--- config.mk ---
export PLATFORM = sky130hd
export DESIGN_NAME = pool_engine
export DESIGN_NICKNAME = d
export VERILOG_FILES = /design/src/rtl/pool_engine.sv
export SDC_FILE = /design/constraint.sdc
export NUM_CORES = 2
export LEC_CHECK = 0
export CORE_MARGIN = 5
export CORE_UTILIZATION = 55
export CTS_CLUSTER_DIAMETER = 30
export DETAILED_ROUTE_END_ITERATION = 10
export PLACE_DENSITY = 0.75
export SLEW_MARGIN = 5
export SYNTH_ARGS = -nofsm -noshare
export SYNTH_HDL_FRONTEND = slang
export SYNTH_SLANG_ARGS = --single-unit
--- constraint.sdc ---
create_clock -name clk -period 22.9 [get_ports clk]
set_input_delay 4.58 -clock clk [delete_from_list [all_inputs] [get_ports clk]]
set_output_delay 4.58 -clock clk [all_outputs]
set_load 0.05 [all_outputs]
--- src/rtl/pool_engine.sv ---
// Max-pooling engine: non-overlapping KxK windows over N square maps, one pooled word written per output pixel.
// Build option: define POOL_RELU_EN to clamp negative maxima to zero on the write.
module pool_engine #(
    parameter int DATA_W = 16,
    parameter int ADDR_W = 16,
    parameter int RD_LAT = 1
) (
    input  logic              clk,
    input  logic              rst,
    input  logic              start,
    input  logic [7:0]        size_act,
    input  logic [3:0]        size_kernel,
    input  logic [7:0]        number_feature,
    input  logic [ADDR_W-1:0] rd_base,
    input  logic [ADDR_W-1:0] wr_base,
    output logic [ADDR_W-1:0] rd_addr,
    output logic              rd_en,
    input  logic [DATA_W-1:0] rd_data,
    output logic [ADDR_W-1:0] wr_addr,
    output logic              wr_en,
    output logic [DATA_W-1:0] wr_data,
    output logic              busy,
    output logic              done
);

    typedef enum logic [2:0] {
        S_IDLE, S_LOAD, S_ISSUE, S_DRAIN, S_WRITE, S_NEXT, S_FINISH
    } state_t;

    state_t r_state, w_state_next;

    logic [7:0]        r_s, r_n, r_o;
    logic [3:0]        r_k;
    logic [ADDR_W-1:0] r_rd_base, r_wr_base, r_s_sq, r_o_sq;
    logic [3:0]        r_i, r_j;
    logic [7:0]        r_c, r_r, r_f;
    logic [1:0]        r_drain;
    logic [RD_LAT-1:0] r_vld, r_first;
    logic [DATA_W-1:0] r_max, r_wr_data;
    logic [ADDR_W-1:0] r_wr_addr;

    logic [7:0]        w_o;
    logic              w_i_last, w_j_last, w_c_last, w_r_last, w_f_last;
    logic              w_bad_cfg, w_rd_en, w_first;
    logic [ADDR_W-1:0] w_rd_addr, w_wr_addr;
    logic [DATA_W-1:0] w_max_next, w_wr_val;

    assign w_o       = (r_k == 4'd0) ? 8'd0 : r_s / {4'd0, r_k};
    assign w_bad_cfg = (r_k == 4'd0) || ({4'd0, r_k} > r_s) || (r_n == 8'd0);
    assign w_i_last  = (r_i == r_k - 4'd1);
    assign w_j_last  = (r_j == r_k - 4'd1);
    assign w_c_last  = (r_c == r_o - 8'd1);
    assign w_r_last  = (r_r == r_o - 8'd1);
    assign w_f_last  = (r_f == r_n - 8'd1);
    assign w_rd_en   = (r_state == S_ISSUE);
    assign w_first   = (r_i == 4'd0) && (r_j == 4'd0);

    assign w_rd_addr = r_rd_base + ADDR_W'(r_f) * r_s_sq
                     + (ADDR_W'(r_r) * ADDR_W'(r_k) + ADDR_W'(r_i)) * ADDR_W'(r_s)
                     + ADDR_W'(r_c) * ADDR_W'(r_k) + ADDR_W'(r_j);
    assign w_wr_addr = r_wr_base + ADDR_W'(r_f) * r_o_sq
                     + ADDR_W'(r_r) * ADDR_W'(r_o) + ADDR_W'(r_c);

    // Running max sees the word returning this cycle so the final window word lands in the write.
    always_comb begin
        w_max_next = r_max;
        if (r_vld[RD_LAT-1]) begin
            if (r_first[RD_LAT-1] || ($signed(rd_data) > $signed(r_max)))
                w_max_next = rd_data;
        end
    end

`ifdef POOL_RELU_EN
    assign w_wr_val = w_max_next[DATA_W-1] ? '0 : w_max_next;
`else
    assign w_wr_val = w_max_next;
`endif

    always_ff @(posedge clk) begin
        if (rst) r_state <= S_IDLE;
        else     r_state <= w_state_next;
    end

    always_comb begin
        w_state_next = r_state;
        case (r_state)
            S_IDLE:   if (start) w_state_next = S_LOAD;
            S_LOAD:   w_state_next = w_bad_cfg ? S_FINISH : S_ISSUE;
            S_ISSUE:  if (w_i_last && w_j_last) w_state_next = S_DRAIN;
            S_DRAIN:  if (r_drain == 2'd0) w_state_next = S_WRITE;
            S_WRITE:  w_state_next = S_NEXT;
            S_NEXT:   w_state_next = (w_c_last && w_r_last && w_f_last) ? S_FINISH : S_ISSUE;
            S_FINISH: w_state_next = S_IDLE;
            default:  w_state_next = S_IDLE;
        endcase
    end

    always_ff @(posedge clk) begin
        if (rst) begin
            r_s <= '0; r_k <= '0; r_n <= '0; r_o <= '0;
            r_rd_base <= '0; r_wr_base <= '0; r_s_sq <= '0; r_o_sq <= '0;
            r_i <= '0; r_j <= '0; r_c <= '0; r_r <= '0; r_f <= '0;
            r_drain <= '0; r_vld <= '0; r_first <= '0; r_max <= '0;
            r_wr_addr <= '0; r_wr_data <= '0;
        end else begin
            if (r_state == S_IDLE && start) begin
                r_s <= size_act; r_k <= size_kernel; r_n <= number_feature;
                r_rd_base <= rd_base; r_wr_base <= wr_base;
            end
            if (r_state == S_LOAD) begin
                r_o    <= w_o;
                r_s_sq <= ADDR_W'(r_s) * ADDR_W'(r_s);
                r_o_sq <= ADDR_W'(w_o) * ADDR_W'(w_o);
                r_i <= '0; r_j <= '0; r_c <= '0; r_r <= '0; r_f <= '0;
            end
            if (r_state == S_ISSUE) begin
                r_drain <= 2'(RD_LAT - 1);
                if (w_j_last) begin
                    r_j <= '0;
                    r_i <= w_i_last ? 4'd0 : r_i + 4'd1;
                end else begin
                    r_j <= r_j + 4'd1;
                end
            end
            if (r_state == S_DRAIN) begin
                if (r_drain != 2'd0) begin
                    r_drain <= r_drain - 2'd1;
                end else begin
                    r_wr_addr <= w_wr_addr;
                    r_wr_data <= w_wr_val;
                end
            end
            if (r_state == S_NEXT) begin
                if (!w_c_last) begin
                    r_c <= r_c + 8'd1;
                end else begin
                    r_c <= '0;
                    if (!w_r_last) begin
                        r_r <= r_r + 8'd1;
                    end else begin
                        r_r <= '0;
                        r_f <= r_f + 8'd1;
                    end
                end
            end
            r_vld   <= RD_LAT'({r_vld, w_rd_en});
            r_first <= RD_LAT'({r_first, w_first});
            r_max   <= w_max_next;
        end
    end

    assign rd_en   = w_rd_en;
    assign rd_addr = w_rd_en ? w_rd_addr : '0;
    assign wr_en   = (r_state == S_WRITE);
    assign wr_addr = r_wr_addr;
    assign wr_data = r_wr_data;
    assign busy    = (r_state != S_IDLE);
    assign done    = (r_state == S_FINISH);

endmodule
# After elaboration in Yosys (flattened, before gate mapping)
# Cells that the tools add are included.
[op_classes]
n_addsub = 17
multipliers = 8
n_div = 1
magnitude_cmp = 2
n_eq_ne = 14
n_mux = 31
bitwise = 1
n_reduce_logical = 20
[ops]
columns = ["operator", "count"]
rows = [
  ["$mux 8", 12],
  ["$add 16x16->16", 4],
  ["$mul 8x8->16", 3],
  ["$mux 16", 3],
  ["$mul 8x16->16", 2],
  ["$mux 4", 7],
  ["$add 8x1->8 const B", 3],
  ["$eq 8x8->1", 3],
  ["$mul 8x4->12", 2],
  ["$pmux 3 s6", 1],
  ["$add 16x12->16", 1],
  ["$add 16x4->16", 1],
  ["$add 16x8->16", 1],
  ["$gt 16x16->1", 1],
  ["$mul 13x8->16", 1],
  ["$sub 8x1->8 const B", 2],
  ["$mux 3", 5],
  ["$add 12x4->13", 1],
  ["$logic_not 4->1", 3],
  ["$eq 3x3->1 const B", 3],
  ["$add 4x1->4 const B", 2],
  ["$div 8x4->8", 1],
  ["$eq 4x4->1", 2],
  ["$gt 4x8->1", 1],
  ["other kinds (17)", 29],
]
[totals]
regBits = 179
inputBits = 71
output_inout_bits = 52
word_cells = 114

# Depth between registers and ports, before layout
[depth]
ltp_word = 7
depth_mapped = 73
ltp_nobuf = 69

# Worst setup path before layout
# Ideal clock, no wire load.
[synth_path]
path_type = "flip-flop to flip-flop"
startpoint = "reg r_k[0]"
endpoint = "reg r_o_sq[15]"
setup_time_ns = 0.120
t_arrival_ns = 14.699
t_required_ns = 22.780
slack_ns = 8.082
stages_incl_launch_ff = 65
n_path_buf = 4
synth_period_minus_slack_ns = 14.818
cell_sequence = "dfxtp_1 -> clkbuf_1 -> inv_1 -> ha_1 -> or4b_4 -> a22oi_4 -> ha_1 -> o21a_1 -> o21ai_1 -> a21boi_0 -> ha_1 -> o21ai_0 -> a21oi_2 -> mux2i_1 -> ha_1 -> o21a_1 -> o311a_1 -> or2_0 -> [... 29 more ...] -> nand2_1 -> a311oi_2 -> a31o_4 -> nor2_1 -> fa_1 -> fa_1 -> inv_1 -> fa_1 -> fa_1 -> inv_1 -> ha_1 -> a21oi_1 -> o21bai_1 -> a21oi_1 -> o21ai_0 -> o41ai_1 -> nor4_1 -> a211o_1"
[synth_between]
elab_chain_cells = 3
elab_cells_between_ends = 4
cone_classes = "1 x mul; 1 x div; 1 x mux; 1 x reduce/logical"
[synth_lines]
columns = ["element", "line_no", "rtl"]
rows = [
  ["from (decl)", "33", "logic [3:0] r_k;"],
  ["from (signal assigned)", "107", "r_s <= size_act; r_k <= size_kernel; r_n <= number_feature;"],
  ["$div 8x4->8 / $logic_not 4->1 (equally long branches)", "48", "assign w_o = (r_k == 4'd0) ? 8'd0 : r_s / {4'd0, r_k};"],
  ["$mux 8 (*)", "48", ""],
  ["$mul 8x8->16 (*)", "113", "r_o_sq <= ADDR_W'(w_o) * ADDR_W'(w_o);"],
  ["to (signal assigned)", "113", ""],
  ["to (decl)", "34", "logic [ADDR_W-1:0] r_rd_base, r_wr_base, r_s_sq, r_o_sq;"],
]
# Every way passes the cells marked *; elsewhere a longest branch is shown, timed or not.
# A chain may end at the register's enable or synchronous reset.

# Final worst setup path
# Ends and elaborated chain as after synthesis.

==> results.cfg <==
[setup_path]
r2r_end = r_o_sq[15]$_SDFFE_PP0P_
r2r_start = r_k[0]$_SDFFE_PP0P_
required_ns = 23.28
arrival_ns = 17.81
crit_type = register to register
cp-end-kind = register
cp_common_cell = ha_1
critPathMaxFanout = 22
cp-start-kind = register
worstSetupStartpoint = r_k[0]$_SDFFE_PP0P_
cp_slowest_stage_delay_ns = 0.89
r2r_slack_ns = 5.47
worstRegToRegCells = 63
crit_slowest_cell = a21oi_1

[floorplanning]
die_h_um = 226.2
fp.dieW_um = 226.2
placementRows = 79
io_pins = 123
core_um2 = 46360
initial_core_util = 0.5547
dieArea_um2 = 51180

[routing]
drt-initial-drc-count = 1269
first_pass_iters = 6
drt_wl_total_um = 65170
drc_errors = 0
vias = 20470
postRouteAntennaNets = 0
wl_per_cell_um = 17.68
vias_per_cell = 5.551

[synthesis]
synth-seq-area-share = 0.1370
synth_edf_count = 0
yosysWarnings = 0
synth_top_area_frac = 0.3021
synth_area_per_cell_um2 = 8.456
synthCells = 3041
synth-async-reset-ratio = 0
ys_seq_elements = 176
synth.cell_area_um2 = 25710
ys.flop_type = dfxtp_1
ys_top_cells_by_area = fa_1 (30%), dfxtp_1 (14%), ha_1 (13%), inv_1 (7.1%), nand2_1 (6.8%)
synth.distinct_cells = 82
yosysTopAreaCell = fa_1

[cts]
clk_pin_slew_ns = 0.08
cts_sinks = 176
htree_levels = 4
cts_tree = yes
ctsResizeCount = 0
cts_setup_buffers = 0
cts-root-buf = clkbuf_16
clkLatencyLatePin_ns = 0.50
clock_path_buffers = 2
cts_made_buffers = 17
postCtsHoldBufs = 0

[global_routing]
grt_usage = 0.2622
grt_max_degree = 106
grt_pass1_vias = 21290
antenna_found_initial = 0
overflow = 0
grt_pass1_wl_um = 107600

[worst_hold_path]
hold-path-endpoint = r_wr_base[5]$_SDFFE_PP0P_
holdCritStartpoint = r_wr_base[5]$_SDFFE_PP0P_
holdPathStages = 2
hp-class = register to register

[placement]
dpl.hpwl_um = 51060
io_buffer_count = 122
gp_congestion = 0.9010

[sta]
min_period_over_period = 0.7611
max_freq_mhz = 57.38
grt_setup_unrepaired = no
slew_violations = 0
setup_viol = 0
finalHoldViolCount = 0
relSlewSlack = 0.2780
worst_pin_slew_ns = 1.083
tns_ns = 0
finClkSkew_ns = 0.02681
min_period_ns = 17.43

[layout]
fin_nets = 3786
ff_latch_area_um2 = 3526
multiInputGateArea_um2 = 19860
syn_to_final_growth_pct = 8.661
n_antenna_cell = 0
drive_gt1_frac = 0.03149
nFillCells = 4012

[run]
cap_violations = 0

[status]
status = completed
==> placed cells by master, fill, tap and decap left out, types with 22 or more instances in the layout <==
cell	n
nor2_1	196
a21oi_1	163
nand3_1	27
inv_1	484
nor3_1	36
ha_1	260
dfxtp_1	174
o21ai_0	52
xor2_1	36
xnor2_1	111
fa_1	388
a211oi_1	24
nand2_1	466
and2_1	174
clkdlybuf4s50_1	121
nand2b_1	22
==> synthesized netlist by cell type, types with 6 or more instances <==
library cell and n:
nor3b_1 9, o31ai_1 6, nor2b_1 17, nand2b_1 23, nand3b_1 8, o41ai_1 6
clkbuf_1 123, buf_1 16, a211o_1 6, a21o_1 21, nor2_1 197, nor3_1 37
a21oi_1 163, o21bai_1 14, nand2_1 467, inv_1 484, a211oi_1 24, nand3_1 27
xor2_1 36, dfxtp_1 176, mux2i_1 20, nand4_1 6, ha_1 260, fa_1 388
or3_1 18, xnor2_1 111, and2_1 175, o211ai_1 8, o21ai_0 52, o21a_1 14
or2_2 10, and3_1 18, nor4_1 12
==> area by class of cell <==
class                   count  share of cell area
flip-flops and latches    176              0.1262
clock buffers              18             0.01536
clock inverters            14            0.005687
inverters                 488             0.06556
multi-input cells        2241              0.7106
well taps                 607             0.02718
repair buffers            143             0.04939
==> kinds of logic after synthesis <==
group | Yosys count | synth area share
compound gates | 360 | 0.08758
xor+xnor | 150 | 0.05274
fa+ha+maj | 648 | 0.4286
buf+inv | 630 | 0.09245
flops | 176 | 0.1370
mux | 25 | 0.009974
other cells | 2 | 0.0002921
simple gates | 1050 | 0.1914
==> state kept, by name, summed over array words and instances, names as in the netlist, 2 cells and up <==
| register | cells |
|---|---|
| r_f | 8 |
| wr_data | 16 |
| wr_addr | 16 |
| r_state | 3 |
| r_rd_base | 16 |
| r_o | 8 |
| r_c | 8 |
| r_drain | 2 |
| r_n | 8 |
| r_r | 8 |
| r_s | 8 |
| r_max | 16 |
| r_k | 4 |
| r_j | 4 |
| r_o_sq | 14 |
| r_wr_base | 16 |
| r_i | 4 |
| r_s_sq | 15 |
==> critical path, delay by kind of cell (launching register included) <==
kind	cells	cell delay [ns]
adders and majority gates	13	4.27
muxes	2	0.58
buffers and inverters	4	0.68
DFF	1	0.57
and+or+nand+nor	11	3.00
AOI/OAI and AO/OA	33	8.22
==> per-layer routing <==
| layer | track usage | part of all wire | vias up | wire length [um] |
|---|---|---|---|---|
| li1 | - | - | 9551 | - |
| met1 | 0.3559 | 0.43 | 10120 | 28100 |
| met2 | 0.4330 | 0.47 | 687 | 30640 |
| met3 | 0.03991 | 0.068 | 114 | 4423 |
| met4 | 0.08849 | 0.031 | 0 | 2017 |
| met5 | 0 | 0 | - | 0 |
==> how the worst max path moves through the flow <==
stage	endpoint	slack, ns	depth (start not counted)
finish	r_o_sq[15]$_SDFFE_PP0P_	5.47	63
global route	r_o_sq[15]$_SDFFE_PP0P_	4.33	63
CTS	r_o_sq[15]$_SDFFE_PP0P_	5.79	63
detailed placement	r_o_sq[15]$_SDFFE_PP0P_	5.83	63
global placement	r_o_sq[15]$_SDFFE_PP0P_	6.55	63
floorplan	r_o_sq[15]$_SDFFE_PP0P_	8.08	64
==> per-stage QoR <==
step	util	setup slack [ns]	cells	area, um^2	hold WS [ns]
final	0.6027	5.472	3687	27940	0.4589
after global routing	0.6027	4.326	3687	27940	0.4818
after CTS	0.6027	5.788	3687	27940	0.4599
after detailed placement	0.5901	5.829	3655	27350	0.4479
after global placement	0.5901	6.545	3655	27350	0.4415
after floorplan	-	8.082	3047	25740	0.4363
Power is not shown: default switching activity piles up to over one toggle a cycle in this logic, so the estimate is an artifact.
